===== src/rtl/dmem_arbiter_if.sv =====
// Bundle of requester handshake, response and dmem signals around dmem_arbiter.
// The arbiter takes the slave view; whoever drives the requests and models dmem takes master.
interface dmem_arbiter_if #(
  parameter int ADDR_W = 32,
  parameter int DATA_W = 32
);
  logic              req0_valid;
  logic              req0_ready;
  logic              req0_we;
  logic [3:0]        req0_be;
  logic [ADDR_W-1:0] req0_addr;
  logic [DATA_W-1:0] req0_wdata;

  logic              req1_valid;
  logic              req1_ready;
  logic              req1_we;
  logic [3:0]        req1_be;
  logic [ADDR_W-1:0] req1_addr;
  logic [DATA_W-1:0] req1_wdata;

  logic              rsp0_valid;
  logic              rsp1_valid;
  logic [DATA_W-1:0] rsp_rdata;
  logic              rsp_err;

  logic              mem_we;
  logic [ADDR_W-1:0] mem_addr;
  logic [DATA_W-1:0] mem_wdata;
  logic [DATA_W-1:0] mem_rdata;

  modport slave (
    input  req0_valid, req0_we, req0_be, req0_addr, req0_wdata,
    input  req1_valid, req1_we, req1_be, req1_addr, req1_wdata,
    output req0_ready, req1_ready,
    output rsp0_valid, rsp1_valid, rsp_rdata, rsp_err,
    output mem_we, mem_addr, mem_wdata,
    input  mem_rdata
  );

  modport master (
    output req0_valid, req0_we, req0_be, req0_addr, req0_wdata,
    output req1_valid, req1_we, req1_be, req1_addr, req1_wdata,
    input  req0_ready, req1_ready,
    input  rsp0_valid, rsp1_valid, rsp_rdata, rsp_err,
    input  mem_we, mem_addr, mem_wdata,
    output mem_rdata
  );
endinterface


===== src/rtl/dmem_arbiter.sv =====
// Round-robin arbiter sharing a single-port word dmem between the core LSU (port 0)
// and debug/DMA (port 1); partial-byte writes become a read-modify-write.
//
// state    | meaning
// ---------+-------------------------------------------------------------
// S_IDLE   | accepting requests, ready driven combinationally from grant
// S_ACCESS | latched word addressed; read captured or full write issued
// S_MERGE  | merged word from partial write written back
// S_RESP   | one-cycle response pulse on the granted port
module dmem_arbiter #(
  parameter int ADDR_W    = 32,
  parameter int DATA_W    = 32,
  parameter int MEM_WORDS = 256
) (
  input  logic          clk,
  input  logic          rst,
  dmem_arbiter_if.slave bus
);

  localparam logic [ADDR_W-1:0] ADDR_LIMIT = ADDR_W'(MEM_WORDS * 4);
  localparam logic [ADDR_W-1:0] WORD_MASK  = ~ADDR_W'(3);

  typedef enum logic [1:0] {
    S_IDLE   = 2'd0,
    S_ACCESS = 2'd1,
    S_MERGE  = 2'd2,
    S_RESP   = 2'd3
  } state_e;

  state_e            state_q, state_d;
  logic              last_grant_q, last_grant_d;
  logic              port_q, port_d;
  logic              we_q, we_d;
  logic [3:0]        be_q, be_d;
  logic [ADDR_W-1:0] addr_q, addr_d;
  logic [DATA_W-1:0] wdata_q, wdata_d;
  logic [DATA_W-1:0] merged_q, merged_d;
  logic [DATA_W-1:0] rsp_rdata_q, rsp_rdata_d;
  logic              rsp_err_q, rsp_err_d;

  logic              grant_vld;
  logic              grant_port;
  logic              in_range;
  logic              full_write;
  logic              partial_write;
  logic [DATA_W-1:0] merged_word;

  // On contention the port that did not win last time goes first.
  always_comb begin
    grant_vld  = bus.req0_valid | bus.req1_valid;
    grant_port = 1'b0;
    if (bus.req0_valid && bus.req1_valid) begin
      grant_port = ~last_grant_q;
    end else if (bus.req1_valid) begin
      grant_port = 1'b1;
    end
  end

  always_comb begin
    in_range      = (addr_q < ADDR_LIMIT);
    full_write    = we_q && (be_q == 4'b1111);
    partial_write = we_q && (be_q != 4'b1111) && (be_q != 4'b0000);
    merged_word   = bus.mem_rdata;
    for (int i = 0; i < 4; i++) begin
      if (be_q[i]) begin
        merged_word[8*i +: 8] = wdata_q[8*i +: 8];
      end
    end
  end

  always_ff @(posedge clk or posedge rst) begin
    if (rst) begin
      state_q <= S_IDLE;
    end else begin
      state_q <= state_d;
    end
  end

  always_comb begin
    state_d = state_q;
    case (state_q)
      S_IDLE: begin
        if (grant_vld) begin
          state_d = S_ACCESS;
        end
      end
      S_ACCESS: begin
        if (in_range && partial_write) begin
          state_d = S_MERGE;
        end else begin
          state_d = S_RESP;
        end
      end
      S_MERGE: state_d = S_RESP;
      S_RESP:  state_d = S_IDLE;
      default: state_d = S_IDLE;
    endcase
  end

  always_comb begin
    last_grant_d = last_grant_q;
    port_d       = port_q;
    we_d         = we_q;
    be_d         = be_q;
    addr_d       = addr_q;
    wdata_d      = wdata_q;
    merged_d     = merged_q;
    rsp_rdata_d  = rsp_rdata_q;
    rsp_err_d    = rsp_err_q;
    case (state_q)
      S_IDLE: begin
        if (grant_vld) begin
          port_d       = grant_port;
          last_grant_d = grant_port;
          if (grant_port) begin
            we_d    = bus.req1_we;
            be_d    = bus.req1_be;
            addr_d  = bus.req1_addr & WORD_MASK;
            wdata_d = bus.req1_wdata;
          end else begin
            we_d    = bus.req0_we;
            be_d    = bus.req0_be;
            addr_d  = bus.req0_addr & WORD_MASK;
            wdata_d = bus.req0_wdata;
          end
        end
      end
      S_ACCESS: begin
        if (!in_range) begin
          rsp_err_d   = 1'b1;
          rsp_rdata_d = '0;
        end else begin
          rsp_err_d = 1'b0;
          if (!we_q) begin
            rsp_rdata_d = bus.mem_rdata;
          end else if (partial_write) begin
            merged_d = merged_word;
          end
        end
      end
      default: ;
    endcase
  end

  always_ff @(posedge clk or posedge rst) begin
    if (rst) begin
      last_grant_q <= 1'b1;
      port_q       <= 1'b0;
      we_q         <= 1'b0;
      be_q         <= '0;
      addr_q       <= '0;
      wdata_q      <= '0;
      merged_q     <= '0;
      rsp_rdata_q  <= '0;
      rsp_err_q    <= 1'b0;
    end else begin
      last_grant_q <= last_grant_d;
      port_q       <= port_d;
      we_q         <= we_d;
      be_q         <= be_d;
      addr_q       <= addr_d;
      wdata_q      <= wdata_d;
      merged_q     <= merged_d;
      rsp_rdata_q  <= rsp_rdata_d;
      rsp_err_q    <= rsp_err_d;
    end
  end

  // Ready is gated by rst so nothing can be accepted while reset is asserted.
  always_comb begin
    bus.req0_ready = 1'b0;
    bus.req1_ready = 1'b0;
    bus.mem_we     = 1'b0;
    bus.mem_addr   = '0;
    bus.mem_wdata  = '0;
    bus.rsp0_valid = 1'b0;
    bus.rsp1_valid = 1'b0;
    case (state_q)
      S_IDLE: begin
        if (!rst && grant_vld) begin
          bus.req0_ready = ~grant_port;
          bus.req1_ready = grant_port;
        end
      end
      S_ACCESS: begin
        bus.mem_addr = addr_q;
        if (in_range && full_write) begin
          bus.mem_we    = 1'b1;
          bus.mem_wdata = wdata_q;
        end
      end
      S_MERGE: begin
        bus.mem_addr  = addr_q;
        bus.mem_we    = 1'b1;
        bus.mem_wdata = merged_q;
      end
      S_RESP: begin
        bus.rsp0_valid = ~port_q;
        bus.rsp1_valid = port_q;
      end
      default: ;
    endcase
  end

  assign bus.rsp_rdata = rsp_rdata_q;
  assign bus.rsp_err   = rsp_err_q;

endmodule

===== src/flat_wrapper.sv =====
// flat-port wrapper written by rule: the top's interface ports become plain ports
module dmem_arbiter_flat 
#(
  parameter int ADDR_W    = 32,
  parameter int DATA_W    = 32,
  parameter int MEM_WORDS = 256
)
  (clk, rst, bus_req0_valid, bus_req0_we, bus_req0_be, bus_req0_addr, bus_req0_wdata, bus_req1_valid, bus_req1_we, bus_req1_be, bus_req1_addr, bus_req1_wdata, bus_req0_ready, bus_req1_ready, bus_rsp0_valid, bus_rsp1_valid, bus_rsp_rdata, bus_rsp_err, bus_mem_we, bus_mem_addr, bus_mem_wdata, bus_mem_rdata);
  dmem_arbiter_if #(.ADDR_W(ADDR_W), .DATA_W(DATA_W)) bus_i ();
  input  logic clk;
  input  logic rst;
  input wire logic [$bits(bus_i.req0_valid)-1:0] bus_req0_valid;
  input wire logic [$bits(bus_i.req0_we)-1:0] bus_req0_we;
  input wire logic [$bits(bus_i.req0_be)-1:0] bus_req0_be;
  input wire logic [$bits(bus_i.req0_addr)-1:0] bus_req0_addr;
  input wire logic [$bits(bus_i.req0_wdata)-1:0] bus_req0_wdata;
  input wire logic [$bits(bus_i.req1_valid)-1:0] bus_req1_valid;
  input wire logic [$bits(bus_i.req1_we)-1:0] bus_req1_we;
  input wire logic [$bits(bus_i.req1_be)-1:0] bus_req1_be;
  input wire logic [$bits(bus_i.req1_addr)-1:0] bus_req1_addr;
  input wire logic [$bits(bus_i.req1_wdata)-1:0] bus_req1_wdata;
  output wire logic [$bits(bus_i.req0_ready)-1:0] bus_req0_ready;
  output wire logic [$bits(bus_i.req1_ready)-1:0] bus_req1_ready;
  output wire logic [$bits(bus_i.rsp0_valid)-1:0] bus_rsp0_valid;
  output wire logic [$bits(bus_i.rsp1_valid)-1:0] bus_rsp1_valid;
  output wire logic [$bits(bus_i.rsp_rdata)-1:0] bus_rsp_rdata;
  output wire logic [$bits(bus_i.rsp_err)-1:0] bus_rsp_err;
  output wire logic [$bits(bus_i.mem_we)-1:0] bus_mem_we;
  output wire logic [$bits(bus_i.mem_addr)-1:0] bus_mem_addr;
  output wire logic [$bits(bus_i.mem_wdata)-1:0] bus_mem_wdata;
  input wire logic [$bits(bus_i.mem_rdata)-1:0] bus_mem_rdata;
  assign bus_i.req0_valid = bus_req0_valid;
  assign bus_i.req0_we = bus_req0_we;
  assign bus_i.req0_be = bus_req0_be;
  assign bus_i.req0_addr = bus_req0_addr;
  assign bus_i.req0_wdata = bus_req0_wdata;
  assign bus_i.req1_valid = bus_req1_valid;
  assign bus_i.req1_we = bus_req1_we;
  assign bus_i.req1_be = bus_req1_be;
  assign bus_i.req1_addr = bus_req1_addr;
  assign bus_i.req1_wdata = bus_req1_wdata;
  assign bus_req0_ready = bus_i.req0_ready;
  assign bus_req1_ready = bus_i.req1_ready;
  assign bus_rsp0_valid = bus_i.rsp0_valid;
  assign bus_rsp1_valid = bus_i.rsp1_valid;
  assign bus_rsp_rdata = bus_i.rsp_rdata;
  assign bus_rsp_err = bus_i.rsp_err;
  assign bus_mem_we = bus_i.mem_we;
  assign bus_mem_addr = bus_i.mem_addr;
  assign bus_mem_wdata = bus_i.mem_wdata;
  assign bus_i.mem_rdata = bus_mem_rdata;
  dmem_arbiter #(.ADDR_W(ADDR_W), .DATA_W(DATA_W), .MEM_WORDS(MEM_WORDS)) u_core (.clk(clk), .rst(rst), .bus(bus_i));
endmodule

===== config.mk =====
export PLATFORM = sky130hd
export DESIGN_NAME = dmem_arbiter_flat
export DESIGN_NICKNAME = d
export VERILOG_FILES = /design/src/rtl/dmem_arbiter_if.sv /design/src/rtl/dmem_arbiter.sv /design/src/flat_wrapper.sv
export SDC_FILE = /design/constraint.sdc
export NUM_CORES = 1
export LEC_CHECK = 0
export BUFFER_PORTS_ARGS = -buffer_cell sky130_fd_sc_hd__buf_2
export CAP_MARGIN = 0
export CORE_ASPECT_RATIO = 1.75
export CORE_MARGIN = 10
export CORE_UTILIZATION = 28
export CTS_CLUSTER_DIAMETER = 100
export DETAILED_ROUTE_END_ITERATION = 12
export GPL_ROUTABILITY_DRIVEN = 0
export SYNTH_ARGS = -nofsm -noshare
export SYNTH_HDL_FRONTEND = slang
export SYNTH_SLANG_ARGS = --single-unit

===== constraint.sdc =====
create_clock -name clk -period 10 [get_ports clk]
set_input_delay 3 -clock clk [delete_from_list [all_inputs] [get_ports clk]]
set_output_delay 3 -clock clk [all_outputs]
set_load 0.1 [all_outputs]

==> impl_metrics.toml <==
[status]
status = "completed"

[route]
via_per_inst = 4.71
wirelength_mm = 23.0
avgRoutedWirePerCell_um = 18.6
routed-via-count = 5811
drc = 0
dr.pass1.iters = 4
drtIter0Drc = 178
antenna_left = 0

[layout]
area_delta_synth_final_pct = 32.0
register_area_um2 = 3400
n_fill_cell = 2521
mostFrequentLayoutCell = "buf_2"
final_cell_mix = "buf_2 (269), dfrtp_1 (135), nand2_1 (106), o21ai_0 (71), mux2i_1 (67)"
final_nets = 1084
multi_input_area_um2 = 3360
drive_gt1_frac = 0.445

[sta]
slew_headroom = 0.359
max_freq_ghz = 0.136
tns_ns = 0
min_period_ns = 7.38
drv_slew = 0
min_period_over_period = 0.738
hold_viol_final = 0
rsz0062_at_grt = "no"
setup_viol = 0
hold_ws_ns = 0.470
worstMarginPinSlew_ns = 0.962
clock-skew-final_ns = 0.00826

[synthesis]
synth_compound_area_frac = 0.137
synth_largest_type_area_fraction = 0.484
synth_area_leader_cell = "dfrtp_1"
synthAdderAreaFrac = 0.00717
synthSimpleGateAreaFrac = 0.128
synth-seq-cells = 136
synthCells = 664
synth_area_um2 = 6980
synth_top_family_by_area = "multiplexers"
avgSynthCellArea_um2 = 10.5
yosysWarnings = 0
netlist_top_cells_area = "dfrtp_1 (48%), mux2_2 (10%), mux2i_1 (9.6%), nand2_1 (5.7%), o21ai_0 (5.1%)"
synth_xor_area_frac = 0
ys_types = 36
seq_area_frac_synth = 0.488
synthMuxAreaShare = 0.199

[die]
io-pin-count = 276
die-area_um2 = 31900
rows = 76
fp.dieH_um = 229
core_um2 = 24600
die_width_um = 139
start_util = 0.283

[power]
power.share.clock = 0.225
p_sw_mw = 1.48
p_int_mw = 1.45
combPwrFrac = 0.490
p_per_area_nw_per_um2 = 319
seqPwrFrac = 0.285
p_leak_nw = 4.68
p_sw_frac = 0.506
ir_worst_vdd_mv = 0.325

[cts]
post_cts_buffers = 0
ctsResizeCount = 0
cts.sinks = 136
cts-root-buf = "clkbuf_16"
clock_latency_ns = 0.45
holdBufCountCts = 0
htreeDepth = 4
cts_max_path_buffers = 2
numCtsBuffers = 17
cts_tree = "yes"
cts.clk_slew.worst_paths_ns = 0.06

[global_routing]
grt_pass1_wl_mm = 35.6
grt_use_total = 0.143
grt_overflow = 0
grt_pass1_vias = 6300
antenna_found_initial = 3
grt_max_degree = 97

[setup_path]
cpPeakStageDelay_ns = 0.43
path_cells = "buf_2, a21boi_4, buf_4, nand2_1, nor2_1, buf_2"
cp_num_buf_inv = 3
crit_arrival_ns = 4.38
crit_path_frequent_cell = "buf_2"
required_ns = 7.00
worst-path-max-fanout = 25
path_class = "input pin to primary output"
crit_slowest_cell = "buf_2"
end_kind = "primary output"
critPathLaunchType = "input pin"
crit_family = "buffers and inverters"

[worst_hold_path]
worstHoldPathType = "register to register"

[place]
portBuffers = 269
hpwl_mm = 16.8

[run]
drv_cap = 0
kinds of logic (layout without fill, tap and decap cells):
| logic type | Yosys count | count (layout) |
|---|---|---|
| buffers and inverters | 61 | 315 |
| DFF | 136 | 136 |
| AOI/OAI and AO/OA | 141 | 141 |
| adders and majority gates | 4 | 4 |
| and+or+nand+nor | 190 | 190 |
| muxes | 131 | 131 |
| other | 1 | 4 |
final cells by class:
class                           count  area share
Tap cell                          312      0.0424
Sequential cell                   136       0.370
Timing Repair Buffer              277       0.153
Multi-Input combinational cell    468       0.365
Antenna cell                        2    0.000544
Clock inverter                      7      0.0125
Inverter                            6     0.00299
Clock buffer                       25      0.0538
synthesized netlist by cell type:
| master | number |
|---|---|
| nor3_2 | 1 |
| a21o_1 | 1 |
| o21ai_1 | 1 |
| mux2i_1 | 67 |
| o21ai_2 | 30 |
| or4_4 | 1 |
| nor2b_1 | 1 |
| mux2_1 | 1 |
| nand2_1 | 106 |
| o21ai_0 | 71 |
| and2_1 | 31 |
| buf_1 | 2 |
| a22o_1 | 32 |
| inv_1 | 6 |
| clkbuf_1 | 41 |
| nand4_1 | 2 |
| nand3_1 | 32 |
| or3_4 | 1 |
| conb_1 | 1 |
| buf_2 | 4 |
| nor2_1 | 4 |
| o31ai_1 | 1 |
| buf_6 | 3 |
| dfrtp_1 | 135 |
| mux2_2 | 63 |
| nor4_2 | 1 |
| o31ai_2 | 1 |
| ha_1 | 4 |
| buf_4 | 5 |
| a21boi_0 | 2 |
| a21oi_1 | 1 |
| a31oi_1 | 1 |
| or4_1 | 3 |
| nor3_1 | 2 |
| dfstp_2 | 1 |
| nor4_1 | 5 |
state kept, by name (all words and copies together), names as in the netlist:
register and count:
u_core.bus.rsp_rdata 32, u_core.we_q 1, u_core.state_q 2, u_core.be_q 4
u_core.merged_q 32, u_core.addr_q 30, u_core.bus.rsp_err 1, u_core.port_q 1
u_core.last_grant_q 1, u_core.wdata_q 32
worst min-delay path, stage by stage, from the launching register on:
cell	delay, ns
dfrtp_1	0.33
nand2_1	0.04
o21ai_0	0.06
per-layer routing:
metal	part of all wire	routed length (um)	track usage	vias to the layer above
met1	0.37	8480	0.144	2780
met4	0.022	508	0.0602	2
met5	0.00030	7	0	-
li1	-	-	-	2823
met3	0.069	1580	0.0520	32
met2	0.54	12400	0.256	174
stage by stage:
step	total power, mW	utilization	instances	area (um^2)	worst slack (ns)
finish	2.93	0.374	1233	9210	2.62
global route	3.11	0.374	1233	9210	2.55
CTS	2.98	0.374	1231	9200	2.59
detailed placement	2.30	0.349	1199	8590	2.60
global placement	2.28	0.349	1199	8590	2.60
floorplan	1.96	-	665	6980	1.29
final timing paths:
kind	start	endpoint	slack, ns	cells past startpoint
min	u_core.addr_q[5]	u_core.addr_q[5]	0.47	2
min in group asynchronous	rst	u_core.port_q	2.66	2
min reg2reg	u_core.addr_q[5]	u_core.addr_q[5]	0.47	2
max reg2reg	u_core.addr_q[24]	u_core.bus.rsp_rdata[7]	6.98	5
max	bus_req1_valid	bus_req1_ready	2.62	6
max in group asynchronous	rst	u_core.merged_q[28]	5.94	3
power groups by stage:
stage	registers, mW	logic [mW]	clock network [mW]
after floorplan	0.772	1.19	0
after global placement	0.840	1.44	0
after detailed placement	0.848	1.45	0
after CTS	0.838	1.46	0.681
after global routing	0.857	1.54	0.704
final	0.835	1.44	0.661
(Power assumes the default switching activity.)
